[config.mk]
export PLATFORM = sky130hd
export DESIGN_NAME = axi_rd_arbiter
export DESIGN_NICKNAME = d
export VERILOG_FILES = /design/src/rtl/axi_rd_arbiter.sv
export SDC_FILE = /design/constraint.sdc
export NUM_CORES = 1
export LEC_CHECK = 0
export CAP_MARGIN = 20
export CELL_PAD_IN_SITES_DETAIL_PLACEMENT = 1
export CELL_PAD_IN_SITES_GLOBAL_PLACEMENT = 2
export CORE_ASPECT_RATIO = 0.9
export CORE_UTILIZATION = 13
export CTS_BUF_LIST = sky130_fd_sc_hd__clkbuf_4
export DETAILED_ROUTE_END_ITERATION = 7
export PLACE_DENSITY = 0.95
export SYNTH_ARGS = -nofsm -noshare
export SYNTH_HDL_FRONTEND = slang
export SYNTH_SLANG_ARGS = --single-unit
export TNS_END_PERCENT = 5
[constraint.sdc]
create_clock -name clk_i -period 3.02 [get_ports clk_i]
set_clock_uncertainty 0.2 [all_clocks]
set_input_delay 0.302 -clock clk_i [delete_from_list [all_inputs] [get_ports clk_i]]
set_output_delay 0.302 -clock clk_i [all_outputs]
set_load 0.03 [all_outputs]
[src/rtl/axi_rd_arbiter.sv]
// Two-master AXI4 read arbiter in front of a single AR/R port, one transaction outstanding.
// R beats are routed to the granted master; an RLAST/ARLEN disagreement raises a one-cycle len_err_o.
module axi_rd_arbiter #(
  parameter int PRIO_MODE = 0,
  parameter int AR_W      = 49,
  parameter int R_W       = 39
) (
  input  logic            clk_i,
  input  logic            rst_n_i,
  input  logic [AR_W-1:0] m0_ar_i,
  input  logic            m0_arvalid_i,
  output logic            m0_arready_o,
  output logic [R_W-1:0]  m0_r_o,
  output logic            m0_rvalid_o,
  input  logic            m0_rready_i,
  input  logic [AR_W-1:0] m1_ar_i,
  input  logic            m1_arvalid_i,
  output logic            m1_arready_o,
  output logic [R_W-1:0]  m1_r_o,
  output logic            m1_rvalid_o,
  input  logic            m1_rready_i,
  output logic [AR_W-1:0] s_ar_o,
  output logic            s_arvalid_o,
  input  logic            s_arready_i,
  input  logic [R_W-1:0]  s_r_i,
  input  logic            s_rvalid_i,
  output logic            s_rready_o,
  output logic [1:0]      gnt_o,
  output logic            len_err_o
);

  typedef enum logic [1:0] {IDLE, ADDR, DATA} state_t;

  state_t          state, state_next;
  logic            gnt, gnt_next;
  logic            last_gnt, last_gnt_next;
  logic [7:0]      beat_cnt, beat_cnt_next;
  logic [7:0]      exp_len, exp_len_next;
  logic            len_err, len_err_next;

  logic            win;
  logic [AR_W-1:0] ar_sel;
  logic            arvalid_sel;
  logic            rready_sel;
  logic            rlast;

  always_ff @(posedge clk_i or negedge rst_n_i) begin
    if (!rst_n_i) begin
      state    <= IDLE;
      gnt      <= 1'b0;
      last_gnt <= 1'b1;
      beat_cnt <= 8'd0;
      exp_len  <= 8'd0;
      len_err  <= 1'b0;
    end else begin
      state    <= state_next;
      gnt      <= gnt_next;
      last_gnt <= last_gnt_next;
      beat_cnt <= beat_cnt_next;
      exp_len  <= exp_len_next;
      len_err  <= len_err_next;
    end
  end

  always_comb begin
    ar_sel      = gnt ? m1_ar_i      : m0_ar_i;
    arvalid_sel = gnt ? m1_arvalid_i : m0_arvalid_i;
    rready_sel  = gnt ? m1_rready_i  : m0_rready_i;
    rlast       = s_r_i[0];

    // Winner is 1 for M1, 0 for M0; ties alternate away from the last grant in round-robin mode.
    if (PRIO_MODE != 0)
      win = m1_arvalid_i;
    else if (m0_arvalid_i && m1_arvalid_i)
      win = ~last_gnt;
    else
      win = m1_arvalid_i;
  end

  always_comb begin
    state_next    = state;
    gnt_next      = gnt;
    last_gnt_next = last_gnt;
    beat_cnt_next = beat_cnt;
    exp_len_next  = exp_len;
    len_err_next  = 1'b0;

    m0_arready_o  = 1'b0;
    m1_arready_o  = 1'b0;
    m0_r_o        = '0;
    m1_r_o        = '0;
    m0_rvalid_o   = 1'b0;
    m1_rvalid_o   = 1'b0;
    s_ar_o        = '0;
    s_arvalid_o   = 1'b0;
    s_rready_o    = 1'b0;

    case (state)
      IDLE: begin
        if (m0_arvalid_i || m1_arvalid_i) begin
          gnt_next      = win;
          last_gnt_next = win;
          state_next    = ADDR;
        end
      end
      ADDR: begin
        s_ar_o       = ar_sel;
        s_arvalid_o  = arvalid_sel;
        m0_arready_o = ~gnt & s_arready_i;
        m1_arready_o = gnt & s_arready_i;
        if (arvalid_sel && s_arready_i) begin
          exp_len_next  = ar_sel[12:5];
          beat_cnt_next = 8'd0;
          state_next    = DATA;
        end
      end
      DATA: begin
        s_rready_o = rready_sel;
        if (gnt) begin
          m1_r_o      = s_r_i;
          m1_rvalid_o = s_rvalid_i;
        end else begin
          m0_r_o      = s_r_i;
          m0_rvalid_o = s_rvalid_i;
        end
        if (s_rvalid_i && rready_sel) begin
          beat_cnt_next = beat_cnt + 8'd1;
          // An early or late RLAST both flag; a late one keeps the burst running until RLAST.
          if (rlast) begin
            state_next   = IDLE;
            len_err_next = (beat_cnt != exp_len);
          end else begin
            len_err_next = (beat_cnt == exp_len);
          end
        end
      end
      default: state_next = IDLE;
    endcase
  end

  assign gnt_o     = (state == IDLE) ? 2'b00 : (gnt ? 2'b10 : 2'b01);
  assign len_err_o = len_err;

endmodule

==> reports/metrics.csv, run 1 <==
metric;value;unit
avgViaCountPerCell;4.21;
pin_count;281;
p_int;1.87;mW
p_per_area;736;nW/um^2
multiInputGateArea;1710;um^2
worstSetupStartpoint;state[1];
path_cells;nand2b_2 -> buf_4 -> nor2_1 -> clkdlybuf4s50_1;
clockPowerShare;3.5;%
area_delta_synth_final;129;%
p_sw_share;53.6;%
place_ws;0.535;ns
die_x;145;um
leakage;2.41;nW
combPwrFrac;84.1;%
worstReg2RegStart;gnt;
synth-async-reset-ratio;100;%
clk_pin_slew;0.13;ns
synth_area_leaders;mux2i_1, and3_1, dfrtp_1;
die_y;131;um
cts_tree;yes;
hold_class;input pin to asynchronous set/reset pin;
track_usage;12.4;%
slew_viol_final;0;
rsz0062_at_grt;no;
cts.sinks;21;
path_max_fanout;29;
p_switching;2.16;mW
p_seq_share;12.4;%
die-area;18900;um^2
postCtsSetupRepairBufs;0;
peakVddDrop;0.420;mV
grt_pass1_vias;3459;
cts_root_buf;clkbuf_4;
port_buffers;280;
tightest_slew;0.663;ns
grt_pass1_wl;18700;um
vias;3417;
yosysSeqAreaShare;22.0;%
slowest_delay;0.69;ns
clock_latency;0.32;ns
n_fill_cell;2116;
status;finished, final reports clean;
timing.hold.ws;0.171;ns
mostFrequentLayoutCells;clkdlybuf4s50_1, and3_1, nor2_1;
fmax;0.359;GHz
drtAntennaViolNets;0;
tns;0;ns
critPathArrivalTime;2.28;ns
synth_area_per_cell;7.71;um^2
synth_cell_type_count;34;
gp_congestion;0.803;
fin_crit_sh;92.2;%
rows;46;
setup_ws;0.234;ns
synthCells;310;
synth_nets;456;
cts_max_level;1;
grt_max_degree;82;
post_drt_wl_per_cell;15.2;um
grt.overflow.total;0;
start_util;13.4;%
synth-edff-count;0;
fin_total_pwr;4.03;mW
numCtsBuffers;3;
crit_family;buffers and inverters;
worstSetupEndpointType;output pin;
synthFlopType;dfrtp_1;
seqCellArea;531;um^2
layout-drive-gt1-share;3.50;%
start_kind;flip-flop;
drc;0;
placeableCoreArea;17800;um^2
yosysTopAreaCell;mux2i_1;
antenna_found_initial;0;
dpl-instance-area;5440;um^2
yosys_warnings;0;
ys_seq_elements;21;
drtIter0Drc;93;
path_buf_inv;2;
crit_slowest_cell;clkdlybuf4s50_1;
cts_buffer_depth;2;
critPathKind;flip-flop to output pin;
ctsHoldBuffers;0;
synth_top_area_share;21.8;%
hpwlAfterDp;10200;um
final_common_cell;clkdlybuf4s50_1;
slew_headroom;55.7;%
stdcell_area;5470;um^2
drtPass1Iterations;4;
nNetsFinal;718;
setup_viol;0;
routed_wl;12400;um
netlist_area;2390;um^2
cp.required;2.52;ns
cts.repair.resized;0;
hold_viol;0;
diodes;0;
min_period;2.79;ns
drv_cap;0;
logic make-up after synthesis:
logic type / count (synthesis) / synth area share (%)
multiplexers: 53 / 22.7
XOR/XNOR: 8 / 2.93
adder cells (fa/ha/maj): 1 / 0.523
buffers and inverters: 35 / 7.02
flip-flops: 21 / 22.0
AND/OR/NAND/NOR: 163 / 36.0
AO/OA/AOI/OAI: 29 / 8.74
worst paths after layout:
check | end | slack, ns | cells past startpoint
worst max-delay path | s_arvalid_o | 0.23 | 4
worst min-delay path | len_err_o | 0.17 | 1
worst max register to register | beat_cnt[4] | 0.78 | 5
worst min register to register | exp_len[5] | 0.34 | 1
max in group asynchronous | exp_len[2] | 1.86 | 2
min in group clk_i | exp_len[5] | 0.34 | 1
area by class of cell:
| class | instances | share of cell area (%) |
|---|---|---|
| Sequential cell | 21 | 9.70 |
| Clock buffer | 3 | 0.412 |
| Tap cell | 240 | 5.49 |
| Inverter | 3 | 0.206 |
| Multi-Input combinational cell | 254 | 31.2 |
| Timing Repair Buffer | 289 | 52.9 |
| Clock inverter | 1 | 0.0915 |
cells in the mapped netlist (all sizes together), types with 2 or more instances:
master	n
nor2	58
o21ai	4
nand3b	2
a21oi	2
mux2i	53
buf	16
nand4	4
nand2	9
a31o	2
nor2b	2
a31oi	7
a22o	8
and3	83
xnor2	8
clkbuf	16
inv	3
dfrtp	20
nand2b	2
flip-flops by register name (all words and copies together), names as in the netlist:
signal	flops
len_err_o	1
last_gnt	1
gnt	1
beat_cnt	8
exp_len	8
state	2
worst reg2reg max path, cell delays in order (launching register included):
cell     delay [ns]
dfrtp_4        0.59
buf_12         0.31
mux2i_1        0.34
or2_1          0.47
nand2_1        0.13
mux2i_1        0.16
stage by stage:
stage	util (%)	cells
CTS	30.8	811
finish	30.8	811
detailed placement	30.6	807
floorplan	-	310
global placement	30.6	807
global route	30.8	811
power groups by stage:
stage | sequential (mW) | clock [mW] | combinational (mW)
floorplan | 0.433 | 0 | 2.10
global placement | 0.504 | 0 | 3.41
detailed placement | 0.509 | 0 | 3.43
CTS | 0.503 | 0.147 | 3.44
global route | 0.518 | 0.158 | 3.60
finish | 0.499 | 0.143 | 3.39
routing by layer:
metal / share of wire (%) / global-route usage [%] / vias to the layer above
met5: 0 / 0 / -
met4: 0.78 / 1.94 / 0
met3: 8.7 / 3.51 / 9
met2: 52 / 24.7 / 183
met1: 39 / 13.0 / 1597
li1: - / - / 1628
No activity file was read; power rests on OpenSTA's default activity.
==> run 2: changes to the inputs <==
Settings changed: CORE_MARGIN set to 1, SLEW_MARGIN set to 20.
==> results of run 2 <==
The final DEF is identical to that of run 1; final timing and power are the same.
==> run 3: changes to the inputs <==
Settings changed: CORE_ASPECT_RATIO 0.9 to not set.
==> run 3 against run 2 <==
  * Core utilization is 0.17 points lower
  * Critical path type unchanged
  * Non-clock buffer count shrank 2
  * Clock power about the same
  * Hold slack improved by 0.037 ns
  * Final cell count down 1.5%
  * Global-route usage fell by 0.40 points
  * Worst setup slack got worse by 0.053 ns
  * Clock-buffer cell count is the same
  * First-iteration DRC count decreased by 15%
  * Maximum frequency decreased by 1.9%
  * Sequential cell count is the same
==> reports/metrics.csv, run 3 (synthesis results as in run 1) <==
metric;value;unit
status;finished, final reports clean;
p_switching;2.18;mW
critPathKind;flip-flop to output pin;
mostFrequentLayoutCells;clkdlybuf4s50_1, and3_1, nor2_1;
grt.overflow.total;0;
avgViaCountPerCell;4.18;
min_period;2.84;ns
leakage;2.43;nW
die-area;18900;um^2
combPwrFrac;83.4;%
clk_pin_slew;0.13;ns
worstSetupEndpointType;output pin;
start_kind;flip-flop;
rows;49;
final_common_cell;clkdlybuf4s50_1;
die_y;138;um
cp.required;2.52;ns
peakVddDrop;0.351;mV
critPathArrivalTime;2.34;ns
tns;0;ns
vias;3342;
hold_class;input pin to asynchronous set/reset pin;
cts.sinks;21;
drv_cap;0;
top_regs;beat_cnt (8), exp_len (8), state (2);
drc;0;
pin_count;281;
dpl-instance-area;5460;um^2
slew_viol_final;0;
cts_root_buf;clkbuf_4;
p_seq_share;13.0;%
nNetsFinal;716;
postCtsSetupRepairBufs;0;
hold_viol;0;
area_delta_synth_final;130;%
setup_viol;0;
drtIter0Drc;79;
p_per_area;742;nW/um^2
grt_pass1_wl;17700;um
fin_crit_sh;94.0;%
grt_max_degree;82;
ctsHoldBuffers;0;
path_max_fanout;26;
tightest_slew;0.740;ns
placeableCoreArea;18000;um^2
post_drt_wl_per_cell;15.1;um
gp_congestion;0.741;
numCtsBuffers;3;
fmax;0.352;GHz
cts.repair.resized;0;
worstReg2RegStart;gnt;
drtPass1Iterations;4;
stdcell_area;5490;um^2
p_int;1.90;mW
antenna_found_initial;1;
n_fill_cell;2131;
cts_tree;yes;
start_util;13.3;%
clockPowerShare;3.5;%
rsz0062_at_grt;no;
grt_pass1_vias;3347;
worstSetupStartpoint;gnt;
hpwlAfterDp;9900;um
track_usage;12.0;%
clock_latency;0.32;ns
layout-drive-gt1-share;4.04;%
slew_headroom;50.5;%
routed_wl;12100;um
port_buffers;280;
p_sw_share;53.5;%
cts_max_level;1;
drtAntennaViolNets;0;
cts_buffer_depth;2;
die_x;138;um
==> run 3: final cells by class <==
class	count	area [um^2]	share of cell area [%]
multi-input combinational	254	1710	31.0
tap	229	287	5.22
clock buffer	3	22.5	0.410
inverter	3	11.3	0.205
sequential	21	531	9.66
clock inverter	1	5.00	0.0911
timing repair buffer	287	2930	53.3
antenna	1	2.50	0.0455
==> run 3: per-stage QoR <==
stage / util [%] / instances / setup WS (ns) / power, mW / hold slack [ns]
CTS: 30.6 / 798 / 0.134 / 4.15 / 0.233
detailed placement: 30.4 / 794 / 0.493 / 4.00 / 0.311
floorplan: - / 310 / 1.08 / 2.53 / -0.194
finish: 30.6 / 799 / 0.181 / 4.08 / 0.208
global route: 30.6 / 799 / 0.0479 / 4.34 / 0.268
global placement: 30.4 / 794 / 0.517 / 3.97 / 0.297
==> run 3: power groups by stage <==
stage	registers, mW	clock network, mW	logic, mW
3_5_place_dp	0.543	0	3.45
4_1_cts	0.535	0.147	3.46
5_1_grt	0.549	0.158	3.63
2_1_floorplan	0.433	0	2.10
6_report	0.532	0.144	3.40
3_3_place_gp	0.537	0	3.44
==> run 3: critical path: stages, from the launching register on <==
cell and delay [ns]:
dfrtp_4 0.71, buf_4 0.38, mux2i_1 0.25, nor2_1 0.05, clkdlybuf4s50_1 0.62
==> run 3: final timing paths <==
check | to | slack (ns) | cells past startpoint
worst max register to register | beat_cnt[6] | 0.96 | 4
worst min-delay path | exp_len[2] | 0.21 | 1
min in group clk_i | beat_cnt[4] | 0.33 | 1
worst max-delay path | s_ar_o[38] | 0.18 | 4
max in group asynchronous | beat_cnt[2] | 1.84 | 2
worst min register to register | beat_cnt[4] | 0.33 | 1
==> run 3: metal layers <==
metal	GRT usage [%]	routed length, um
met4	2.26	79
met5	0	0
met3	3.02	1340
met1	13.0	4530
met2	23.1	6100
